## src/rtl/laplacian_result_writer_pkg.sv

```systemverilog
`default_nettype none
// ============================================================================
// Module      : laplacian_result_writer_pkg
// Description : Shared widths, FIFO entry layout, FSM state encoding and the
//               magnitude helper for the Laplacian result writer.
// Revision    : 1.0 - initial release
// ============================================================================
package laplacian_result_writer_pkg;

  localparam int PIX_W   = 8;    // output pixel width
  localparam int SUM_W   = 6;    // signed filter-sum width
  localparam int PIX_MAX = 255;  // saturation ceiling

  // A skip entry occupies one address slot but is never written to memory.
  typedef struct packed {
    logic             skip;
    logic [PIX_W-1:0] pix;
  } fifo_entry_t;

  localparam int ENTRY_W = $bits(fifo_entry_t);

  typedef enum logic [1:0] {
    ST_IDLE  = 2'd0,
    ST_RUN   = 2'd1,
    ST_DRAIN = 2'd2,
    ST_DONE  = 2'd3
  } state_t;

  // Absolute value of a two's-complement sum as an unsigned SUM_W value;
  // the most negative input maps to 2^(SUM_W-1), which still fits.
  function automatic logic [SUM_W-1:0] abs_sum(input logic [SUM_W-1:0] sum);
    return sum[SUM_W-1] ? SUM_W'(~sum + SUM_W'(1)) : sum;
  endfunction

endpackage
`default_nettype wire

```

## src/rtl/laplacian_result_writer_fifo.sv

```systemverilog
`default_nettype none
// ============================================================================
// Module      : writer_fifo
// Description : Synchronous FIFO, power-of-two depth (>= 2). A push while
//               full is accepted only if a pop happens in the same cycle.
// Ports       : clk, reset   - clock, synchronous active-high reset
//               i_push/i_din - write request and data
//               i_pop        - remove head entry
//               o_full/o_empty/o_head - status and head entry
// Revision    : 1.0 - initial release
// ============================================================================
module writer_fifo #(
  parameter int DEPTH = 4,
  parameter int WIDTH = 9
) (
  input  logic             clk,
  input  logic             reset,
  input  logic             i_push,
  input  logic             i_pop,
  input  logic [WIDTH-1:0] i_din,
  output logic             o_full,
  output logic             o_empty,
  output logic [WIDTH-1:0] o_head
);

  localparam int PTR_W = (DEPTH > 1) ? $clog2(DEPTH) : 1;

  logic [WIDTH-1:0] r_mem [DEPTH];
  logic [PTR_W-1:0] r_wr_ptr;
  logic [PTR_W-1:0] r_rd_ptr;
  logic [PTR_W:0]   r_count;
  logic             w_do_pop;
  logic             w_do_push;

  assign w_do_pop  = i_pop && !o_empty;
  assign w_do_push = i_push && (!o_full || w_do_pop);

  // Pointers wrap naturally because DEPTH is a power of two.
  always_ff @(posedge clk) begin
    if (reset) begin
      r_wr_ptr <= '0;
      r_rd_ptr <= '0;
      r_count  <= '0;
    end else begin
      if (w_do_push) r_wr_ptr <= r_wr_ptr + PTR_W'(1);
      if (w_do_pop)  r_rd_ptr <= r_rd_ptr + PTR_W'(1);
      r_count <= r_count + (PTR_W+1)'(w_do_push) - (PTR_W+1)'(w_do_pop);
    end
  end

  always_ff @(posedge clk) begin
    if (w_do_push) r_mem[r_wr_ptr] <= i_din;
  end

  assign o_full  = (r_count == (PTR_W+1)'(DEPTH));
  assign o_empty = (r_count == '0);
  assign o_head  = r_mem[r_rd_ptr];

endmodule
`default_nettype wire

```

## src/rtl/laplacian_result_writer.sv

```systemverilog
`default_nettype none
// ============================================================================
// Module      : laplacian_result_writer
// Description : Converts signed Laplacian sums to saturated 8-bit edge
//               magnitudes, buffers them and writes them to image memory at
//               linear addresses; tracks frame completion and overflow.
// Ports       : clk, reset          - clock, synchronous active-high reset
//               start               - arm a new frame (ignored while busy)
//               in_valid, in_data   - upstream result strobe and sum
//               mem_ready           - memory accepts a write this cycle
//               mem_we/addr/wdata   - memory write request
//               busy, frame_done    - frame status
//               overflow            - sticky: a sample was dropped
// Revision    : 1.0 - initial release
// ============================================================================
module laplacian_result_writer
  import laplacian_result_writer_pkg::*;
#(
  parameter int OUT_W      = 6,
  parameter int OUT_H      = 6,
  parameter int ADDR_W     = 6,
  parameter int SHIFT      = 2,
  parameter int FIFO_DEPTH = 4
) (
  input  logic              clk,
  input  logic              reset,
  input  logic              start,
  input  logic              in_valid,
  input  logic [SUM_W-1:0]  in_data,
  input  logic              mem_ready,
  output logic              mem_we,
  output logic [ADDR_W-1:0] mem_addr,
  output logic [PIX_W-1:0]  mem_wdata,
  output logic              busy,
  output logic              frame_done,
  output logic              overflow
);

  localparam int TOTAL = OUT_W * OUT_H;
  localparam int CNT_W = $clog2(TOTAL + 1);
  localparam int SC_W  = PIX_W + SHIFT;

  state_t           r_state;
  state_t           w_state_nxt;
  logic [CNT_W-1:0] r_accept_cnt;
  logic [CNT_W-1:0] r_write_cnt;
  logic [CNT_W-1:0] r_skip_pend;
  logic             r_stg_valid;
  logic [PIX_W-1:0] r_stg_pix;
  logic             r_overflow;

  logic [SUM_W-1:0] w_mag;
  logic [SC_W-1:0]  w_scaled;
  logic [PIX_W-1:0] w_conv_pix;
  logic             w_start;
  logic             w_accept;
  logic             w_full;
  logic             w_empty;
  fifo_entry_t      w_head;
  fifo_entry_t      w_din;
  logic             w_pop;
  logic             w_space;
  logic             w_push_skip;
  logic             w_push_pix;
  logic             w_drop;
  logic             w_last_write;

  // Conversion: |sum| << SHIFT, saturated to the pixel range.
  assign w_mag      = abs_sum(in_data);
  assign w_scaled   = SC_W'(w_mag) << SHIFT;
  assign w_conv_pix = (w_scaled > SC_W'(PIX_MAX)) ? PIX_W'(PIX_MAX) : w_scaled[PIX_W-1:0];

  assign w_start  = (r_state == ST_IDLE) && start;
  assign w_accept = (r_state == ST_RUN) && in_valid && (r_accept_cnt != CNT_W'(TOTAL));

  // Skip entries pop immediately; real pixels wait for mem_ready.
  assign w_pop   = !w_empty && (w_head.skip || mem_ready);
  assign w_space = !w_full || w_pop;

  // Dropped pixels are remembered in r_skip_pend and re-enter the FIFO as
  // skip entries as soon as there is room, keeping address order intact.
  // While skips are pending they take the single push slot, so a pixel
  // arriving at that moment is dropped as well.
  assign w_push_skip = (r_skip_pend != '0) && w_space;
  assign w_drop      = r_stg_valid && ((r_skip_pend != '0) || !w_space);
  assign w_push_pix  = r_stg_valid && !w_drop;

  assign w_din.skip = w_push_skip;
  assign w_din.pix  = w_push_skip ? '0 : r_stg_pix;

  assign w_last_write = w_pop && (r_write_cnt == CNT_W'(TOTAL - 1));

  writer_fifo #(
    .DEPTH (FIFO_DEPTH),
    .WIDTH (ENTRY_W)
  ) u_fifo (
    .clk     (clk),
    .reset   (reset),
    .i_push  (w_push_skip || w_push_pix),
    .i_pop   (w_pop),
    .i_din   (w_din),
    .o_full  (w_full),
    .o_empty (w_empty),
    .o_head  (w_head)
  );

  always_ff @(posedge clk) begin
    if (reset) begin
      r_state <= ST_IDLE;
    end else begin
      r_state <= w_state_nxt;
    end
  end

  always_comb begin
    w_state_nxt = r_state;
    case (r_state)
      ST_IDLE:  if (start) w_state_nxt = ST_RUN;
      ST_RUN: begin
        if (w_last_write)                           w_state_nxt = ST_DONE;
        else if (r_accept_cnt == CNT_W'(TOTAL))     w_state_nxt = ST_DRAIN;
      end
      ST_DRAIN: if (w_last_write) w_state_nxt = ST_DONE;
      ST_DONE:  w_state_nxt = ST_IDLE;
      default:  w_state_nxt = ST_IDLE;
    endcase
  end

  always_ff @(posedge clk) begin
    if (reset) begin
      r_accept_cnt <= '0;
      r_write_cnt  <= '0;
      r_skip_pend  <= '0;
      r_stg_valid  <= 1'b0;
      r_stg_pix    <= '0;
      r_overflow   <= 1'b0;
    end else begin
      r_stg_valid <= w_accept;
      if (w_accept) r_stg_pix <= w_conv_pix;
      if (w_start) begin
        r_accept_cnt <= '0;
        r_write_cnt  <= '0;
        r_skip_pend  <= '0;
        r_overflow   <= 1'b0;
      end else begin
        if (w_accept) r_accept_cnt <= r_accept_cnt + CNT_W'(1);
        if (w_pop)    r_write_cnt  <= r_write_cnt + CNT_W'(1);
        r_skip_pend <= r_skip_pend + CNT_W'(w_drop) - CNT_W'(w_push_skip);
        if (w_drop)   r_overflow   <= 1'b1;
      end
    end
  end

  assign mem_we     = !w_empty && !w_head.skip;
  // Gated so the uninitialised FIFO storage never shows on the bus.
  assign mem_wdata  = mem_we ? w_head.pix : '0;
  assign mem_addr   = ADDR_W'(r_write_cnt);
  assign busy       = (r_state == ST_RUN) || (r_state == ST_DRAIN);
  assign frame_done = (r_state == ST_DONE);
  assign overflow   = r_overflow;

endmodule
`default_nettype wire

```

## config.mk

```make
export PLATFORM = sky130hd
export DESIGN_NAME = laplacian_result_writer
export DESIGN_NICKNAME = d
export VERILOG_FILES = /design/src/rtl/laplacian_result_writer_pkg.sv /design/src/rtl/laplacian_result_writer_fifo.sv /design/src/rtl/laplacian_result_writer.sv
export SDC_FILE = /design/constraint.sdc
export NUM_CORES = 1
export LEC_CHECK = 0
export BUFFER_PORTS_ARGS = -buffer_cell sky130_fd_sc_hd__buf_2
export CORE_UTILIZATION = 50
export CTS_BUF_LIST = sky130_fd_sc_hd__clkbuf_8
export CTS_CLUSTER_SIZE = 28
export DETAILED_ROUTE_END_ITERATION = 10
export HOLD_SLACK_MARGIN = 0.06
export PLACE_DENSITY_LB_ADDON = 0.25
export SYNTH_ARGS = -nofsm -noshare
export SYNTH_HDL_FRONTEND = slang
export SYNTH_SLANG_ARGS = --single-unit
```

## constraint.sdc

```tcl
create_clock -name clk -period 9 [get_ports clk]
set_input_delay 0.45 -clock clk [delete_from_list [all_inputs] [get_ports clk]]
set_output_delay 0.45 -clock clk [all_outputs]
set_load 0.03 [all_outputs]
```

# Word-level counts from Yosys, hierarchy flattened
# Memory sizes are Yosys's and may differ from the RTL's. A register that Yosys moved wholly into a read port is not among the register bits.
# Cells that the tools add are included.
[word_totals]
ff_bits = 37
latchBits = 0
ramBits = 36
romBits = 0
inputBits = 11
out_inout_bits = 18
memories = 1
[op_classes]
add_sub_neg = 9
mul = 0
n_div = 0
order_cmp = 1
n_eq_ne = 10
n_shift = 0
mux = 13
n_bitwise = 1
reduce_logical = 27
[mem_list]
columns = ["memory", "depth", "width", "read_ports", "rd_clocked_by_memory_dff", "wr", "line", "rtl"]
rows = [
  ["u_fifo.r_mem", 4, 9, 1, 1, 1, "laplacian_result_writer_fifo.sv:28", "logic [WIDTH-1:0] r_mem [DEPTH];"],
]
[ops]
columns = ["op", "n"]
rows = [
  ["$mux 8", 3],
  ["$add 6x1->6 const B", 3],
  ["$eq 6x6->1 const B", 2],
  ["$mux 2", 6],
  ["$logic_and 1x1->1", 11],
  ["$gt 8x8->1 const B", 1],
  ["$pmux 2 s4", 1],
  ["$add 6x1->6", 1],
  ["$logic_or 1x1->1", 6],
  ["$mux 6", 1],
  ["$ne 6x6->1 const B", 1],
  ["$not 6->6", 1],
  ["$reduce_bool 6->1", 1],
  ["$sub 6x1->6", 1],
  ["$logic_not 1->1", 5],
  ["$add 2x1->2 const B", 2],
  ["$eq 2x2->1 const B", 2],
  ["$ne 2x2->1 const B", 2],
  ["$add 3x1->3", 1],
  ["$eq 3x3->1 const B", 1],
  ["$logic_not 3->1", 1],
  ["$ne 3x3->1 const B", 1],
  ["$reduce_and 3->1", 1],
  ["$sub 3x1->3", 1],
  ["other kinds (4)", 5],
]

# Longest topological paths before layout
[depth]
ltp_word = 13
depth_mapped = 16

# By module
# A second synthesis with hierarchy kept.
[unflattened]
hier_cells = 291
area_unflattened_um2 = 3499.6
[modules_own_cells]
columns = ["module", "n_inst", "cells_per_inst", "area_each_um2"]
rows = [
  ["writer_fifo", 1, 94, 1791.7],
  ["laplacian_result_writer", 1, 197, 1707.9],
]

# Least setup slack after synthesis
# No wires, ideal clock.
[synth_timing]
path_kind = "reg2reg"
from = "register with a tool-made name"
to = "register r_skip_pend[4]"
arrival_ns = 2.764
t_required_ns = 8.872
setup_slack_ns = 6.108
path_stages_with_launch = 17
n_path_buf = 1
period_less_slack_ns = 2.892
cell_sequence = "dfxtp_1 > buf_6 > mux4_2 > nor2_1 > nand2_1 > nand2_1 > inv_1 > ha_1 > inv_1 > ha_1 > inv_1 > fa_1 > inv_1 > a21oi_1 > o21bai_1 > xnor2_1 > nor2_1"
[synth_lines]
columns = ["element", "line", "rtl"]
rows = [
  ["end signal, assigned", "laplacian_result_writer.sv:148", "r_skip_pend <= r_skip_pend + CNT_W'(w_drop) - CNT_W'(w_push_skip);"],
  ["end, declared", "laplacian_result_writer.sv:47", "logic [CNT_W-1:0] r_skip_pend;"],
]

==> summary.md <==
| Metric | Value |
|---|---|
| Die H | `a little over 80 um` |
| CTS Hold Bufs | `0` |
| CTS Buf Count | `9` |
| Fraction of layout instances using a drive strength above 1 | `16.24%` |
| Placed insts | `373` |
| DRT Pass-1 Iters | `6` |
| Row Count | `28` |
| Clock slew at the register clock pins of the worst setup and hold paths | `~70 ps` |
| Total power | `1225 uW` |
| Int Power | `slightly below 800 uW` |
| RSZ-0062 raised after global routing | `false` |
| Register share of total power | `36.7%` |
| First-pass GRT wire length | `8825 um` |
| Minimum clock period | `3319 ps` |
| Net count, final | `345` |
| Setup CP Type | `flop to flop` |
| Worst path cell trace | `mux4_2 > nor2_1 > nand2_1 > nand2_1 > inv_1 > ha_1 > inv_1 > ha_1 > inv_1 > fa_1 > inv_1 > a21oi_1 > o21bai_1 > xnor2_1 > nor2_1` |
| Yosys warning count | `0` |
| # setup viols final | `0` |
| Leak Pwr | `0.001498 uW` |
| PD cells | `346.2 nW/um^2` |
| EDFF count, synth | `28` |
| Post-CTS setup buffers | `0` |
| Clock Sinks | `65` |
| Latest clock arrival within the worst-skew pair | `330 ps` |
| Die W | `81.21 um` |
| DR iter-0 viols | `92` |
| Ports | `29` |
| Initial core utilization | `a little over half` |
| Final Hold Viols | `0` |
| Netlist cell types | `46` |
| Port bufs | `26` |
| Critical path arrival | `3520 ps` |
| Area grow syn2layout | `12.76%` |
| Drt drc | `0` |
| Via Count | `1,982` |
| GP Congestion | `0.7494` |
| Worst stage delay on the critical path | `630 ps` |
| Ys flop type | `dfxtp_1` |
| Clk network pwr share | `22.2%` |
| Max Freq | `about 300 MHz` |
| Hpwl dp | `3849 um` |
| Mapped cell area | `3137 sq um` |
| GRT Util Overall | `18.88%` |
| CP bufs+invs | `4` |
| Startpoint types | `flop` |
| Post-synth top area share | `26.80%` |
| Area contributors post-synth | `edfxtp_1 (27%), dfxtp_1 (24%), ha_1 (9.2%)` |
| Post-DRT Antenna Nets | `0` |
| Max Buffers Root-to-Sink | `2` |
| Cell Count, Final, Fillers Out | `389` |
| Rel. slew slack | `51.03%` |
| Number of diodes | `0` |
| Vias in the first global route | `between 1,500 and 2,000` |
| Delay-heaviest family, CP | `adder cells` |
| Routed WL | `5334 um` |
| Syn_area_per_cell | `approximately 11 sq um` |
| Cell taking the most area after synthesis | `edfxtp_1` |
| Setup TNS Final | `0 ps` |
| Status | `completed` |
| FF+latch count, synth | `65` |
| Setup Skew | `approximately 9 ps` |
| Die area | `6594 sq um` |
| Max Cap Viol | `0` |
| Slew Viols, Final | `0` |
| Crit-path max FO | `7` |
| Hold crit path type | `input pin to flop` |
| DR vias/cell | `5.095` |
| Worst-Margin Slew | `734.6 ps` |
| Layout fillers | `519` |
| Tcrit/Tclk final | `a little under two fifths` |
| Nature of the critical path endpoint | `flop` |
| Wire per inst | `between 10 and 15 um` |
| Switching Share | `36.99%` |
| Maximum number of pins on one net before global-route repair | `22` |
| Resize count post-CTS | `0` |
| Most common cell on crit path | `inv_1` |
| Crit path required time | `9200 ps` |
| CTS H-Tree Depth | `3` |
| Logic pwr share | `41.0%` |
| Net switching power | `453.0 uW` |
| Initial antenna violation count | `0` |
| Slowest-stage cell, CP | `mux4_2` |
| CTS tree | `done` |
| Post-synthesis sequential area ratio | `50.42%` |
| Post-Syn Instances | `280` |
| Asr flop ratio synth | `0%` |
| Total core area | `5991 sq um` |
| Overflow after GRT | `0` |
| Root Buffer | `clkbuf_8` |
| Worst ir drop on vdd | `around 0.2 mV` |
flip-flops by register name, summed over array words and instances, names as in the netlist, named ones only:
name / cells
mem_addr: 6
overflow: 1
r_accept_cnt: 6
r_skip_pend: 6
r_state: 2
r_stg_pix: 6
r_stg_valid: 1
u_fifo.r_count: 3
u_fifo.r_mem: 28
u_fifo.r_rd_ptr: 2
u_fifo.r_wr_ptr: 2
kinds of logic (layout without fill, tap and decap cells):
logic type	count (synthesis)	count (layout)	synth area share (%)
compound gates	25	25	5.944
xor+xnor	20	20	5.584
fa+ha+maj	25	25	10.45
buf+inv	36	69	5.065
flops	65	65	50.42
mux	12	12	7.100
other cells	1	2	0.1196
simple gates	96	96	15.32
area by class of cell:
type	count	area (sq um)	share of cell area (%)
Sequential cell	65	1582	44.71
Timing Repair Buffer	27	137.6	3.891
Multi-Input combinational cell	180	1400	39.58
Tap cell	75	93.84	2.653
Clock buffer	10	137.6	3.891
Inverter	26	102.6	2.901
Clock inverter	6	83.83	2.370
stage by stage:
step	util [%]	setup WS (ps)	hold WS (ps)	area (sq um)
floorplan	-	6108	441.5	3141
global placement	55.35	5755	467.2	3316
CTS	59.04	5642	397.1	3537
global route	59.04	5437	402.4	3537
finish	59.04	5681	411.8	3537
detailed placement	55.35	5655	467.0	3316
worst reg2reg max path, stage by stage (launching register included):
cell and delay [ps]:
dfxtp_1 580, mux4_2 630, nor2_1 210, nand2_1 80
nand2_1 160, inv_1 110, ha_1 300, inv_1 60
ha_1 150, inv_1 60, fa_1 400, inv_1 80
a21oi_1 50, o21bai_1 150, xnor2_1 130, nor2_1 50
final timing paths:
kind / slack [ps] / start / to / cells after the start
min: 410 / in_data[0] / r_stg_pix[2]$_SDFFE_PP0P_ / 3
max: 5680 / flop / r_skip_pend[4]$_SDFF_PP0_ / 15
max reg2reg: 5680 / flop / r_skip_pend[4]$_SDFF_PP0_ / 15
min reg2reg: 470 / overflow$_SDFFE_PP0P_ / overflow$_SDFFE_PP0P_ / 2
placed cells by master, fill, tap and decap left out, types with 4 or more instances in the layout:
master,instances
xor2_1,12
nor2b_1,5
inv_1,26
a211oi_1,4
mux2i_1,5
dfxtp_1,37
and2_1,10
nand4_1,4
and3_1,6
edfxtp_1,28
nand2_1,19
buf_2,26
clkbuf_8,10
ha_1,23
a21oi_1,9
nor2_1,36
mux4_1,4
xnor2_1,8
cell usage after synthesis (all sizes together), types with 5 or more instances:
library cell,count
inv,26
and3,6
nand2,19
xnor2,8
dfxtp,37
xor2,12
nand4,5
ha,23
buf,6
a21oi,9
mux4,7
and2,10
mux2i,5
nor2b,5
edfxtp,28
nor2,36
layer usage:
layer | share of wire, % | routed length, um | GRT usage (%) | vias up
met3 | 3.5 | 189 | 5.730 | 10
met1 | 46 | 2434 | 21.61 | 922
li1 | - | - | - | 1013
met2 | 48 | 2585 | 31.09 | 37
met4 | 2.3 | 125 | 11.07 | 0
met5 | 0 | 0 | 0 | -
power groups by stage:
stage / registers, uW / clock network (uW) / logic (uW)
floorplan: 444 / 0 / 412
global placement: 454 / 0 / 493
detailed placement: 458 / 0 / 508
CTS: 452 / 277 / 510
global route: 460 / 291 / 574
finish: 450 / 272 / 502
Note: power is estimated with default switching activity, not from simulation.
